**src/rtl/sim_page_writer.sv**
```systemverilog
// Simulated-data DDR page writer: a run of command + PAGE_WORDS data bursts.
// Optional macro SIM_PAGE_WRITER_CHECKSUM_EN builds the 32-bit run checksum.
module sim_page_writer #(
  parameter int DATA_W     = 64,
  parameter int PAGE_WORDS = 256,
  parameter int ADDR_W     = 32
) (
  input  logic              CLK,
  input  logic              RESET_N,
  input  logic              MEM_WEN,
  input  logic              PATTERN_EN,
  input  logic [1:0]        PATTERN,
  input  logic [31:0]       WRITE_PAGE_NO,
  output logic              CMD_VALID,
  input  logic              CMD_READY,
  output logic [ADDR_W-1:0] CMD_ADDR,
  output logic              DATA_VALID,
  input  logic              DATA_READY,
  output logic [DATA_W-1:0] DATA,
  output logic              DATA_LAST,
  output logic              BUSY,
  output logic              DONE,
  output logic [31:0]       PAGES_WRITTEN,
  output logic [31:0]       RUN_CHECKSUM
);
  localparam int WW = $clog2(PAGE_WORDS);
  localparam logic [63:0] PAGE_BYTES = 64'(PAGE_WORDS) * 64'(DATA_W / 8);

  typedef enum logic [2:0] {S_IDLE, S_CMD, S_DATA, S_FIN, S_WAIT_LOW} state_t;

  state_t            state_q;
  logic              pat_en_q;
  logic [1:0]        pat_q;
  logic [31:0]       target_q, page_q, beat_q, pages_q;
  logic [WW-1:0]     word_q, word_d;
  logic [31:0]       beat_d;
  logic              cmd_valid_q, data_valid_q, last_q, last_d, busy_q, done_q;
  logic [ADDR_W-1:0] cmd_addr_q, addr_d;
  logic [DATA_W-1:0] data_q, data_d;
  logic              beat_acc;

  function automatic logic [DATA_W-1:0] pat_word(input logic en, input logic [1:0] sel,
      input logic [31:0] page, input logic [WW-1:0] word, input logic [31:0] cnt);
    logic [DATA_W-1:0] w;
    w = '0;
    if (en) begin
      case (sel)
        2'd0: w[31:0] = cnt;
        2'd1: begin w[63:32] = page; w[31:0] = 32'(word); end
        2'd2: w = {{(DATA_W-1){1'b0}}, 1'b1} << (32'(word) % 32'(DATA_W));
        default: for (int i = 0; i < DATA_W; i++) w[i] = word[0] ^ i[0];
      endcase
    end
    return w;
  endfunction

  // word/beat counters advance on acceptance; the payload is always
  // pre-computed for the beat that will be presented next.
  always_comb begin
    beat_acc = data_valid_q & DATA_READY;
    word_d   = word_q + WW'(beat_acc);
    beat_d   = beat_q + 32'(beat_acc);
    last_d   = (word_d == WW'(PAGE_WORDS - 1));
    data_d   = pat_word(pat_en_q, pat_q, page_q, word_d, beat_d);
    addr_d   = ADDR_W'(64'(page_q) * PAGE_BYTES);
  end

  always_ff @(posedge CLK) begin
    if (!RESET_N) begin
      state_q      <= S_IDLE;
      pat_en_q     <= 1'b0;
      pat_q        <= '0;
      target_q     <= '0;
      page_q       <= '0;
      word_q       <= '0;
      beat_q       <= '0;
      pages_q      <= '0;
      cmd_valid_q  <= 1'b0;
      cmd_addr_q   <= '0;
      data_valid_q <= 1'b0;
      data_q       <= '0;
      last_q       <= 1'b0;
      busy_q       <= 1'b0;
      done_q       <= 1'b0;
    end else begin
      done_q <= 1'b0;
      case (state_q)
        S_IDLE: if (MEM_WEN) begin
          pat_en_q <= PATTERN_EN;
          pat_q    <= PATTERN;
          target_q <= WRITE_PAGE_NO;
          page_q   <= '0;
          word_q   <= '0;
          beat_q   <= '0;
          pages_q  <= '0;
          if (WRITE_PAGE_NO == 32'd0) state_q <= S_FIN;
          else begin
            state_q <= S_CMD;
            busy_q  <= 1'b1;
          end
        end
        S_CMD: begin
          if (!cmd_valid_q) begin
            cmd_valid_q <= 1'b1;
            cmd_addr_q  <= addr_d;
          end else if (CMD_READY) begin
            cmd_valid_q  <= 1'b0;
            data_valid_q <= 1'b1;
            data_q       <= data_d;
            last_q       <= last_d;
            state_q      <= S_DATA;
          end
        end
        S_DATA: if (beat_acc) begin
          word_q <= word_d;
          beat_q <= beat_d;
          if (last_q) begin
            data_valid_q <= 1'b0;
            last_q       <= 1'b0;
            pages_q      <= pages_q + 32'd1;
            page_q       <= page_q + 32'd1;
            // abort is only honoured at a page boundary
            if ((pages_q + 32'd1 == target_q) || !MEM_WEN) begin
              state_q <= S_FIN;
              busy_q  <= 1'b0;
            end else state_q <= S_CMD;
          end else begin
            data_q <= data_d;
            last_q <= last_d;
          end
        end
        S_FIN: begin
          done_q  <= 1'b1;
          state_q <= S_WAIT_LOW;
        end
        S_WAIT_LOW: if (!MEM_WEN) state_q <= S_IDLE;
        default: state_q <= S_IDLE;
      endcase
    end
  end

`ifdef SIM_PAGE_WRITER_CHECKSUM_EN
  logic [31:0] sum_q;
  always_ff @(posedge CLK) begin
    if (!RESET_N) sum_q <= '0;
    else if (state_q == S_IDLE && MEM_WEN) sum_q <= '0;
    else if (beat_acc) sum_q <= sum_q + data_q[31:0];
  end
  assign RUN_CHECKSUM = sum_q;
`else
  assign RUN_CHECKSUM = '0;
`endif

  assign CMD_VALID     = cmd_valid_q;
  assign CMD_ADDR      = cmd_addr_q;
  assign DATA_VALID    = data_valid_q;
  assign DATA          = data_q;
  assign DATA_LAST     = last_q;
  assign BUSY          = busy_q;
  assign DONE          = done_q;
  assign PAGES_WRITTEN = pages_q;
endmodule

```
**config.mk**
```make
export PLATFORM = sky130hd
export DESIGN_NAME = sim_page_writer
export DESIGN_NICKNAME = d
export VERILOG_FILES = /design/src/rtl/sim_page_writer.sv
export SDC_FILE = /design/constraint.sdc
export NUM_CORES = 1
export LEC_CHECK = 0
export BUFFER_PORTS_ARGS = -buffer_cell sky130_fd_sc_hd__buf_2
export CELL_PAD_IN_SITES_DETAIL_PLACEMENT = 2
export CELL_PAD_IN_SITES_GLOBAL_PLACEMENT = 2
export CORE_MARGIN = 1
export CORE_UTILIZATION = 33
export CTS_CLUSTER_SIZE = 12
export DETAILED_ROUTE_END_ITERATION = 8
export PLACE_DENSITY_LB_ADDON = 0.1
export SYNTH_ARGS = -nofsm -noshare
export SYNTH_HDL_FRONTEND = slang
export SYNTH_SLANG_ARGS = --single-unit
export TNS_END_PERCENT = 100
```
**constraint.sdc**
```tcl
create_clock -name CLK -period 3.4 [get_ports CLK]
set_input_delay 0.17 -clock CLK [delete_from_list [all_inputs] [get_ports CLK]]
set_output_delay 0.17 -clock CLK [all_outputs]
set_load 0.03 [all_outputs]
```
==> results.json <==
{
  "wirelength_um": 49700,
  "grtUsageTotal_pct": 24.9,
  "numClockSinks": 232,
  "pwr-share-seq_pct": 42.3,
  "detail_route.iter0.violations": 572,
  "max_clock_freq_mhz": 312,
  "htree_num_levels": 1,
  "largest_family_of_logic_cells_by_synthesized_area": "simple AND/OR/NAND/NOR gates",
  "fraction_of_synthesized_cell_area_in_xor_and_xnor_cells_pct": 6.42,
  "n_antenna_cell": 0,
  "drt.antenna.violating_nets": 0,
  "cts_inserted_buffers": 29,
  "dp.final_hpwl_um": 35600,
  "start_util_pct": 33.8,
  "cts_tree": "built",
  "standard_cell_core_area_um2": 37900,
  "port_buffers": 161,
  "synth_top_flop_cell": "sky130_fd_sc_hd__dfxtp_1",
  "grt_pass1_wl_um": 77300,
  "syn_area_per_cell_um2": 7.94,
  "final.setup.tns_ps": 0,
  "layout_worst_path_cycle_share_pct": 94.4,
  "ir_drop_v": 0.000364,
  "first_global_vias": 13200,
  "route.detailed.vias_per_inst": 5.45,
  "crit_path_slowest_cell": "sky130_fd_sc_hd__or4_1",
  "layout.cell_area.non_filler_um2": 15300,
  "netlist_area_um2": 12800,
  "yosys.area_share.adder_pct": 0.663,
  "critPathArrivalTime_ps": 3670,
  "timing.setup.critical_path_class": "flop to flop",
  "layoutNonFillerInstCount": 2301,
  "post_synthesis_share_of_cell_area_spent_on_and_or_nand_and_nor_gates_pct": 27.2,
  "crit_path_cell_trace": "ha_1 -> nand3_1 -> buf_4 -> or4_1 -> nor4b_1 -> o22ai_1 -> nor4_1 -> nand4_1 -> a41o_1",
  "synth.ff_latch_count": 232,
  "pwr-share-clk_pct": 47.8,
  "first_pass_iters": 5,
  "globalplace.congestion": 0.839,
  "post-place-ws_ps": 172,
  "shortest_clock_period_the_worst_path_allows_after_layout_ps": 3210,
  "grt_max_degree": 88,
  "synth-seq-area-share_pct": 36.2,
  "dieHeight_um": 199,
  "aggregate_global_routing_overflow": 0,
  "power_per_cell_area_nw_per_um2": 434,
  "leading_cell_types_in_the_layout_fill_and_taps_excluded": "231 x sky130_fd_sc_hd__dfxtp_1, 215 x sky130_fd_sc_hd__nand2_1, 160 x sky130_fd_sc_hd__buf_2",
  "finish.net_count": 1814,
  "setup-violations-final": 0,
  "dpl.cell_count": 2210,
  "worst_slack_ps": 190,
  "placedInstanceArea_um2": 13900,
  "synth-async-reset-ratio_pct": 0,
  "required_ps": 3860,
  "ys_types": 72,
  "layout_commonest_cell": "sky130_fd_sc_hd__dfxtp_1",
  "p_leak_nw": 5.72,
  "slew_violations": 0,
  "synth-compound-area-share_pct": 22.0,
  "synth-edff-count": 0,
  "drcViolationCount": 0,
  "fp.dieW_um": 199,
  "measured_slew_at_the_worst_slew_check_pin_ps": 1010,
  "intPower_mw": 4.85,
  "endpoint_kind": "flop",
  "switching_share_pct": 27.0,
  "wire_length_per_cell_um": 21.6,
  "fin_worst_hold_slack_ps": 256,
  "power_frac_comb_pct": 9.9,
  "unrepaired_setup_endpoints_after_global_routing": "no",
  "hold_viol": 0,
  "layout-area-overhead-vs-synth_pct": 19.3,
  "status": "complete, no violations",
  "cts_clk_pin_slew_worst_paths_ps": 60,
  "synthCells": 1617,
  "switching_power_mw": 1.79,
  "io-pin-count": 205,
  "synth.area.mux_share_pct": 0.156,
  "slew_headroom_pct": 32.5,
  "critPathMaxFanout": 13,
  "rows": 71,
  "start_kind": "flop",
  "fraction_of_final_layout_cells_sized_beyond_drive_strength_1_pct": 16.2,
  "worst_clock_skew_ps": 12.6,
  "detailroute.via_count": 12500,
  "maximum_buffer_depth_of_the_clock_tree": 3,
  "timing.max_cap.violations": 0,
  "crit_path_max_incr_delay_ps": 660,
  "antenna_violations_before_repair": 1,
  "clock_insertion_delay_worst_skew_ps": 580,
  "power.total_mw": 6.65,
  "fin_util_pct": 40.4,
  "die-area_um2": 39700,
  "root_buffer": "sky130_fd_sc_hd__clkbuf_16",
  "synth_warnings": 0,
  "hold_class": "input pin to flop"
}
## layer usage
| metal | GRT usage [%] | up-vias | share of wire (%) |
|---|---|---|---|
| li1 | - | 5959 | - |
| met1 | 32.7 | 6301 | 46 |
| met2 | 42.7 | 228 | 48 |
| met3 | 3.76 | 55 | 3.8 |
| met4 | 5.61 | 2 | 2.1 |
| met5 | 0 | - | 0.026 |
## synth_stat cells (6+ instances only)
cell,n,area [µm²]
sky130_fd_sc_hd__dfxtp_1,232,4640
sky130_fd_sc_hd__nand2_1,215,807
sky130_fd_sc_hd__o21ai_0,136,681
sky130_fd_sc_hd__nor2b_1,103,644
sky130_fd_sc_hd__clkbuf_1,100,375
sky130_fd_sc_hd__a21boi_0,77,578
sky130_fd_sc_hd__nor2_1,70,263
sky130_fd_sc_hd__a22oi_1,65,488
sky130_fd_sc_hd__a21oi_1,63,315
sky130_fd_sc_hd__nand3_1,53,265
sky130_fd_sc_hd__xnor2_1,47,412
sky130_fd_sc_hd__xor2_1,47,412
sky130_fd_sc_hd__buf_4,43,323
sky130_fd_sc_hd__nor4_1,37,231
sky130_fd_sc_hd__nor3_1,36,180
sky130_fd_sc_hd__and2_1,28,175
sky130_fd_sc_hd__nand4_1,28,175
sky130_fd_sc_hd__o221ai_1,25,219
sky130_fd_sc_hd__and3_1,23,144
sky130_fd_sc_hd__or3_1,14,87.6
sky130_fd_sc_hd__o21a_1,12,90.1
sky130_fd_sc_hd__inv_1,11,41.3
sky130_fd_sc_hd__o22ai_1,9,56.3
sky130_fd_sc_hd__and4_1,8,70.1
sky130_fd_sc_hd__buf_2,8,40.0
sky130_fd_sc_hd__o211ai_1,8,60.1
sky130_fd_sc_hd__and3b_1,7,61.3
sky130_fd_sc_hd__or2_2,7,43.8
sky130_fd_sc_hd__clkbuf_8,6,82.6
sky130_fd_sc_hd__ha_1,6,75.1
sky130_fd_sc_hd__o211a_1,6,60.1
## logic make-up (layout without fill, tap and decap cells)
logic type | count (synthesis) | after routing
muxes | 2 | 2
xor gates and xnor gates | 94 | 94
adders and majority gates | 7 | 7
DFF | 232 | 232
AOI/OAI and AO/OA | 435 | 435
other | 1 | 43
and+or+nand+nor | 667 | 667
buffers and inverters | 179 | 310
## power by group through the flow
stage	combinational [mW]	sequential [mW]	clock, mW
floorplan	0.452	2.86	0
global placement	0.608	2.87	0
detailed placement	0.620	2.87	0
CTS	0.657	2.81	3.25
global route	0.719	2.81	3.34
finish	0.657	2.81	3.18
## final timing paths
kind	from	end	slack, ps	cells past startpoint
setup / recovery	PAGES_WRITTEN[0]	BUSY	190	9
hold / removal	RESET_N	CMD_ADDR[15]	260	2
setup reg to reg	PAGES_WRITTEN[0]	BUSY	190	9
hold reg to reg	CMD_ADDR[18]	CMD_ADDR[18]	460	2
## worst max-delay path, delay by kind of cell, from the launching register on
| kind | cells | cell delay [ps] |
|---|---|---|
| compound gates | 2 | 430 |
| fa+ha+maj | 1 | 330 |
| buf+inv | 1 | 200 |
| flops | 1 | 480 |
| simple gates | 5 | 1640 |
## repair_timing
action,in CTS,in global routing
hold buffers,37,0
hold endpoints to repair,38,0
setup endpoints to repair,0,1
resized for setup,0,2
buffers inserted,0,1
## flip-flops by register name, indices dropped and copies added, names as in the netlist
signal	cells
BUSY	1
CMD_ADDR	21
CMD_VALID	1
DATA	64
DATA_LAST	1
DATA_VALID	1
DONE	1
PAGES_WRITTEN	32
beat_q	32
page_q	32
pat_en_q	1
pat_q	2
state_q	3
target_q	32
word_q	8
## cell type report
type	count	area [µm²]
tap	511	639
clock buffer	44	892
clock inverter	9	88.8
inverter	11	41.3
fill	4347	22600
timing repair buffer	246	1560
sequential	232	4650
multi-input combinational	1248	7440
(Power assumes the default switching activity.)
